===== src/rtl/inst_fetch_buf_pkg.sv =====
// Shared constants and types for the instruction fetch buffer.
package inst_fetch_buf_pkg;

  // Default core width, buffer depth and the NOP presented while empty.
  localparam int          DEF_CPU_WIDTH = 32;
  localparam int          DEF_DEPTH     = 4;
  localparam logic [31:0] INST_NOP      = 32'h0000_0013;

  // Per-cycle buffer operation, encoded as {push, pop}.
  typedef enum logic [1:0] {
    FB_OP_IDLE = 2'b00,
    FB_OP_POP  = 2'b01,
    FB_OP_PUSH = 2'b10,
    FB_OP_BOTH = 2'b11
  } fb_op_e;

endpackage


===== src/rtl/inst_fetch_buf_fb_mem.sv =====
// Storage array for the fetch buffer: one write port, one async read port.
// Contents are deliberately not reset; validity is tracked by the controller.
module fb_mem #(
  parameter int DEPTH = 4,
  parameter int WIDTH = 64
) (
  input  logic                     clk,
  input  logic                     we,
  input  logic [$clog2(DEPTH)-1:0] waddr,
  input  logic [WIDTH-1:0]         wdata,
  input  logic [$clog2(DEPTH)-1:0] raddr,
  output logic [WIDTH-1:0]         rdata
);

  logic [WIDTH-1:0] mem [DEPTH];

  // Write the pushed {pc, inst} pair into the addressed slot.
  always_ff @(posedge clk) begin
    if (we) mem[waddr] <= wdata;
  end

  assign rdata = mem[raddr];

endmodule


===== src/rtl/inst_fetch_buf.sv =====
// Instruction fetch buffer between inst_mem and decode. Holds {pc, inst}
// pairs in FIFO order, presents the head show-ahead, and is cleared by a
// branch/jump flush. fetch_ena gates pc_reg so the PC only moves while
// there is room to catch the fetched instruction.
module inst_fetch_buf
  import inst_fetch_buf_pkg::*;
#(
  parameter int DEPTH     = DEF_DEPTH,
  parameter int CPU_WIDTH = DEF_CPU_WIDTH
) (
  input  logic                     clk,
  input  logic                     rst,
  input  logic                     in_valid,
  input  logic [CPU_WIDTH-1:0]     in_pc,
  input  logic [CPU_WIDTH-1:0]     in_inst,
  output logic                     in_ready,
  output logic                     fetch_ena,
  input  logic                     flush,
  output logic                     out_valid,
  output logic [CPU_WIDTH-1:0]     out_pc,
  output logic [CPU_WIDTH-1:0]     out_inst,
  input  logic                     out_ready,
  output logic [$clog2(DEPTH):0]   count
);

  localparam int PTR_W = $clog2(DEPTH);
  localparam int CNT_W = PTR_W + 1;

  logic [PTR_W-1:0]       wr_ptr;
  logic [PTR_W-1:0]       rd_ptr;
  logic [CNT_W-1:0]       count_q;
  logic                   push;
  logic                   pop;
  fb_op_e                 op;
  logic [2*CPU_WIDTH-1:0] wr_data;
  logic [2*CPU_WIDTH-1:0] rd_data;

  // Ready is taken from the registered count only: a full buffer refuses a
  // push even in a cycle where decode pops, keeping in_ready off the
  // out_ready timing path.
  assign in_ready  = (count_q != CNT_W'(DEPTH));
  assign fetch_ena = in_ready;
  assign out_valid = (count_q != '0);
  assign count     = count_q;

  assign push = in_valid & in_ready;
  assign pop  = out_valid & out_ready;

  // Classify this cycle's activity for the pointer/count update.
  always_comb begin
    op = fb_op_e'({push, pop});
  end

  // Pointer and occupancy update; flush outranks any push or pop.
  always_ff @(posedge clk or posedge rst) begin
    if (rst) begin
      wr_ptr  <= '0;
      rd_ptr  <= '0;
      count_q <= '0;
    end else if (flush) begin
      wr_ptr  <= '0;
      rd_ptr  <= '0;
      count_q <= '0;
    end else begin
      case (op)
        FB_OP_PUSH: begin
          wr_ptr  <= wr_ptr + PTR_W'(1);
          count_q <= count_q + CNT_W'(1);
        end
        FB_OP_POP: begin
          rd_ptr  <= rd_ptr + PTR_W'(1);
          count_q <= count_q - CNT_W'(1);
        end
        FB_OP_BOTH: begin
          wr_ptr <= wr_ptr + PTR_W'(1);
          rd_ptr <= rd_ptr + PTR_W'(1);
        end
        default: ;
      endcase
    end
  end

  assign wr_data = {in_pc, in_inst};

  // A push in the flush cycle is dropped, so it must not touch the array.
  fb_mem #(
    .DEPTH (DEPTH),
    .WIDTH (2*CPU_WIDTH)
  ) u_fb_mem (
    .clk   (clk),
    .we    (push & ~flush),
    .waddr (wr_ptr),
    .wdata (wr_data),
    .raddr (rd_ptr),
    .rdata (rd_data)
  );

  // Empty buffer shows a NOP at pc 0 so decode never sees stale contents.
  assign out_pc   = out_valid ? rd_data[2*CPU_WIDTH-1:CPU_WIDTH] : '0;
  assign out_inst = out_valid ? rd_data[CPU_WIDTH-1:0] : CPU_WIDTH'(INST_NOP);

endmodule


===== config.mk =====
export PLATFORM = sky130hd
export DESIGN_NAME = inst_fetch_buf
export DESIGN_NICKNAME = d
export VERILOG_FILES = /design/src/rtl/inst_fetch_buf_pkg.sv /design/src/rtl/inst_fetch_buf_fb_mem.sv /design/src/rtl/inst_fetch_buf.sv
export SDC_FILE = /design/constraint.sdc
export NUM_CORES = 1
export LEC_CHECK = 0
export ABC_AREA = 0
export BUFFER_PORTS_ARGS = -buffer_cell sky130_fd_sc_hd__buf_4
export CORE_AREA = 2 2 140 142
export DETAILED_ROUTE_END_ITERATION = 8
export DIE_AREA = 0 0 142 144
export MAX_ROUTING_LAYER = met4
export PLACE_DENSITY = 0.76
export SETUP_SLACK_MARGIN = 0.4
export SYNTH_ARGS = -nofsm -noshare
export SYNTH_HDL_FRONTEND = slang
export SYNTH_SLANG_ARGS = --single-unit

===== constraint.sdc =====
create_clock -name clk -period 9 [get_ports clk]
set_input_delay 0.45 -clock clk [delete_from_list [all_inputs] [get_ports clk]]
set_output_delay 0.45 -clock clk [all_outputs]
set_load 0.02 [all_outputs]

Word-level counts from Yosys, hierarchy flattened

Memory sizes are Yosys's and may differ from the RTL's.
Cells that the tools add are included.

RAM bits: 256
Register bits after elaboration: 7
Memories kept: 1
Output and inout port bits: 70

Reductions and logical operators: 6
Equality and inequality tests: 4
Bitwise gates (word level): 4
$add $sub $neg: 4
Muxes and demuxes: 10

Memories:

| name         | words | bits a word | read ports | clocked after memory_dff | wr ports | line                        | text |
|---|---|---|---|---|---|---|---|
| u_fb_mem.mem | 4     | 64          | 1          | 0                        | 1        | inst_fetch_buf_fb_mem.sv:15 | `logic [WIDTH-1:0] mem [DEPTH];` |

Operators with widths:

| cell                | number |
|---|---|
| $mux 32             | 2 |
| $mux 2              | 4 |
| $pmux 3 s2          | 1 |
| $reduce_bool 3->1   | 2 |
| $add 2x1->2 const B | 2 |
| $eq 2x2->1 const B  | 2 |
| $reduce_bool 2->1   | 2 |
| $reduce_or 2->1     | 2 |
| $add 3x1->3 const B | 1 |
| $and 1x1->1         | 3 |
| $mux 3              | 1 |
| $ne 3x3->1 const B  | 1 |
| $sub 3x1->3 const B | 1 |
| $eq 2x1->1 const B  | 1 |
| $mux 1              | 2 |
| $not 1->1           | 1 |

Logic depth before layout (Yosys ltp)

Word-level depth: 6
Gate-level depth with buffers: 9
Gate-level depth less buffers: 7

By module

From an unflattened synthesis, not the netlist that was laid out.

Cells, all modules: 463
Area total of the unflattened synthesis: 10313.6 um^2

Modules (own cells, without submodules):

| module         | times used | cells each | area each (um^2) |
|---|---|---|---|
| fb_mem         | 1          | 338        | 9341.5 |
| inst_fetch_buf | 1          | 125        | 972.2 |

Worst setup path before layout

No wires, ideal clock.

Kind: reg-to-reg
Start: reg count_q[0] (netlist: count[0])
End: mem u_fb_mem.mem[0][0], enable pin
Stages on the path, launching flop included: 6
Setup slack: 5.772 ns
Clock period less this slack: 3.228 ns
Data arrival time: 2.799 ns
Cell sequence: dfrtp_1 > buf_2 > or3b_1 > nand2_1 > nor2_1 > and2_1

Cells in the longest elaborated chain, start to end: 5

Ends and longest elaborated chain:

| what                         | line                        | text |
|---|---|---|
| start: declaration           | inst_fetch_buf.sv:31        | `logic [CNT_W-1:0] count_q;` |
| start signal: assignment     | inst_fetch_buf.sv:68        | `count_q <= count_q + CNT_W'(1);` |
| start signal: assignment     | inst_fetch_buf.sv:72        | `count_q <= count_q - CNT_W'(1);` |
| $ne 3x3->1                   | inst_fetch_buf.sv:41        | `assign in_ready = (count_q != CNT_W'(DEPTH));` |
| named net fetch_ena          | inst_fetch_buf.sv:17        | `output logic fetch_ena,` |
| $and 1x1->1                  | inst_fetch_buf.sv:46        | `assign push = in_valid & in_ready;` |
| $and 1x1->1                  | inst_fetch_buf.sv:91        | `.we (push & ~flush),` |
| $mux 1                       | inst_fetch_buf_fb_mem.sv:19 | `if (we) mem[waddr] <= wdata;` |
| $mux 1 (implied by the code) | inst_fetch_buf_fb_mem.sv:19 |  |
| end: declaration             | inst_fetch_buf_fb_mem.sv:15 |  |

The timed path passes the listed nets, and every way through them passes these cells.

Worst setup path in the final report

Start: reg rd_ptr[0]
End: out out_inst[0]

Cells in the longest elaborated chain, start to end: 2

Ends and longest elaborated chain:

| what                     | line                  | text |
|---|---|---|
| start: declaration       | inst_fetch_buf.sv:30  | `logic [PTR_W-1:0] rd_ptr;` |
| start signal: assignment | inst_fetch_buf.sv:71  | `rd_ptr <= rd_ptr + PTR_W'(1);` |
| start signal: assignment | inst_fetch_buf.sv:76  | `rd_ptr <= rd_ptr + PTR_W'(1);` |
| $mem_v2 4x64             | n/a                   |  |
| $mux 32                  | inst_fetch_buf.sv:100 | `assign out_inst = out_valid ? rd_data[CPU_WIDTH-1:0] : CPU_WIDTH'(INST_NOP);` |
| end: declaration         | inst_fetch_buf.sv:21  | `output logic [CPU_WIDTH-1:0] out_inst,` |

No other way between the ends.

==> flow_summary.toml <==
[outcome]
status = "complete, no violations"

[synthesis]
synth_top_area_share = 0.753
synth_common_cells = "256 x edfxtp_1, 66 x and2_1, 64 x mux4_2"
ys_types = 31
ys.flop_type = "edfxtp_1"
yosysSeqAreaShare = 0.770
yosysWarnings = 0
synthArstFlopShare = 0.0266
ys_seq_elements = 263
synth.cell_area_sq_um = 10200
synth_edf_count = 256
syn_nets = 547
ys_top_cells_by_area = "edfxtp_1 75%, mux4_2 14%, and2_1 4.0%"
syn_inst = 473
yosys.area.top_type = "edfxtp_1"
synth_area_per_cell_sq_um = 21.6
yosysMostFrequentCell = "edfxtp_1"

[timing]
max_freq_mhz = 286
layout_setup_ws_ns = 5.50
totalNegativeSetupSlack_ns = 0
slew_viol_final = 0
fin_crit_ns = 3.50
slew_headroom = 0.309
rsz0062_at_grt = "false"
worst_pin_slew_ns = 1.03
setup_viol = 0
hold_ws_ns = 0.132
finalHoldViolations = 0
fin_skew_ns = 0.0124
period_share = 0.389

[clock_tree]
cts_sinks = 263
path_clk_slew_ns = 0.06
cts_resized = 0
cts_max_level = 1
cts_tree = "done"
cts_max_path_buffers = 3
clk-insertion-delay-late_ns = 0.51
cts-root-buf = "clkbuf_16"
cts_made_buffers = 25

[drt]
dr.pass1.iters = 4
drtIter0Drc = 312
vias = 4861
wl_met3_um = 991
routedWlPerCell_um = 21.0
drcViolationCount = 0
final_antenna_net_count = 0
routed.top_layer = "met4"
wl_met2_um = 9640
routed_wl_um = 18300
via_per_inst = 5.59
m1WireLength_um = 7260

[setup_path]
slowest_stage = "buf_4"
timing.critical_path.buf_inv = 2
cpMostUsedCell = "buf_4"
worst-path-max-fanout = 47
rr_worst_depth = 7
rr_endpoint = "count[2]"
regToRegSetupSlack_ns = 6.01
r2r-start = "count[0]"
required_ns = 8.55
crit_family = "buffers and inverters"
path_class = "reg -> out"
endpoint = "out_inst[0]"
start_kind = "flip-flop"
cp.depth = 4
arrival_ns = 3.05
worstSetupEndpointType = "output port"
crit_chain = "buf_4, mux4_2, or2_1, buf_4"
cp-startpoint = "rd_ptr[0]"
max_stage_delay_ns = 0.82

[cells_and_area]
finalNetCount = 687
syn2layout_area_growth_pct = 20.5
stdcell_count = 870
n_antenna_cell = 0
drive_gt1_frac = 0.394

[grt]
grt_max_degree = 66
grt_pass1_vias = 5354
antenna_found_initial = 0
grtUsageTotal = 0.188
grt_first_pass_wirelength_um = 28400
gr-total-overflow = 0

[floorplanning]
dieArea_sq_um = 20400
die_w_um = 142
fp.coreArea_sq_um = 19100
initial_core_util = 0.535
die_y_um = 144
ios = 139
core.rowCount = 51

[placement]
hpwl_um = 10100
placement.io_buffers = 138
post-place-ws_ns = 5.93
place.gp.congestion = 0.826
dp.cells = 823

[hold_path]
hold_class = "in -> reg"

[power]
peakVddDrop_v = 0.000262
power_density_nw_per_um2 = 248
power.leakage_nw = 4.20

[flow_run]
drv_cap = 0
[worst min path at each step]
stage               startpoint                  end  slack, ns  cells after the start
detailed placement         rst            rd_ptr[0]       0.43                      2
floorplan                  rst             count[0]       0.25                      1
CTS                  in_pc[26]  u_fb_mem.mem[0][58]       0.11                      1
finish               in_pc[26]  u_fb_mem.mem[2][58]       0.13                      1
global route         in_pc[31]  u_fb_mem.mem[0][63]       0.11                      1
global placement           rst            rd_ptr[0]       0.41                      2
[through the flow]
stage               cell area [sq um]   util  power, W
floorplan                       10200      -   0.00177
global placement                11400  0.598   0.00196
detailed placement              11400  0.598   0.00197
CTS                             12300  0.645   0.00308
global route                    12300  0.645   0.00317
finish                          12300  0.645   0.00305
[where the power goes]
| group | switching [W] | internal, W | total [W] |
|---|---|---|---|
| logic | 0.000271 | 0.000243 | 0.000513 |
| registers | 0.0000320 | 0.00139 | 0.00143 |
| clock network | 0.000424 | 0.000689 | 0.00111 |
[flip-flops by register name, indices dropped and copies added, names as in the netlist]
signal	flops
wr_ptr	2
u_fb_mem.mem	256
count	3
rd_ptr	2
[cell families after synthesis]
family	after synthesis	share of synthesized area
compound gates	10	0.00576
flops	263	0.770
buf+inv	31	0.0168
simple gates	95	0.0547
mux	65	0.142
xor+xnor	4	0.00343
fa+ha+maj	5	0.00686
[layer usage]
metal | vias up | global-route usage
li1 | 2180 | -
met1 | 2520 | 0.226
met2 | 128 | 0.324
met3 | 33 | 0.0391
met4 | 0 | 0.0579
met5 | - | -
[cell usage in the layout, fill, tap and decap left out, types with 2 or more instances in the layout]
| cell type | count |
|---|---|
| a21oi_1 | 2 |
| and2_1 | 62 |
| and2_4 | 4 |
| buf_4 | 139 |
| bufinv_16 | 6 |
| clkbuf_1 | 3 |
| clkbuf_16 | 25 |
| clkinv_1 | 6 |
| clkinv_2 | 3 |
| dfrtp_1 | 5 |
| dfrtp_4 | 2 |
| edfxtp_1 | 256 |
| ha_1 | 4 |
| inv_1 | 3 |
| mux4_2 | 64 |
| nand2_1 | 6 |
| nand3_1 | 5 |
| nor2_1 | 7 |
| nor3_1 | 2 |
| o21ai_0 | 4 |
| or2_1 | 3 |
| xnor2_1 | 2 |
| xor2_1 | 2 |
[final cells by class]
| type | instances | area, sq um |
|---|---|---|
| Clock inverter | 17 | 234 |
| Tap cell | 238 | 298 |
| Inverter | 4 | 15.0 |
| Clock buffer | 29 | 651 |
| Fill cell | 1286 | 6770 |
| Sequential cell | 263 | 7870 |
| Multi-Input combinational cell | 179 | 2180 |
| Timing Repair Buffer | 140 | 1050 |
[what timing repair did]
item / in CTS / in global routing
buffers inserted: 0 / 0
hold endpoints to repair: 7 / 0
endpoints found under the setup margin: 0 / 0
hold buffers: 1 / 0
Power figures use the tool's default switching activity.
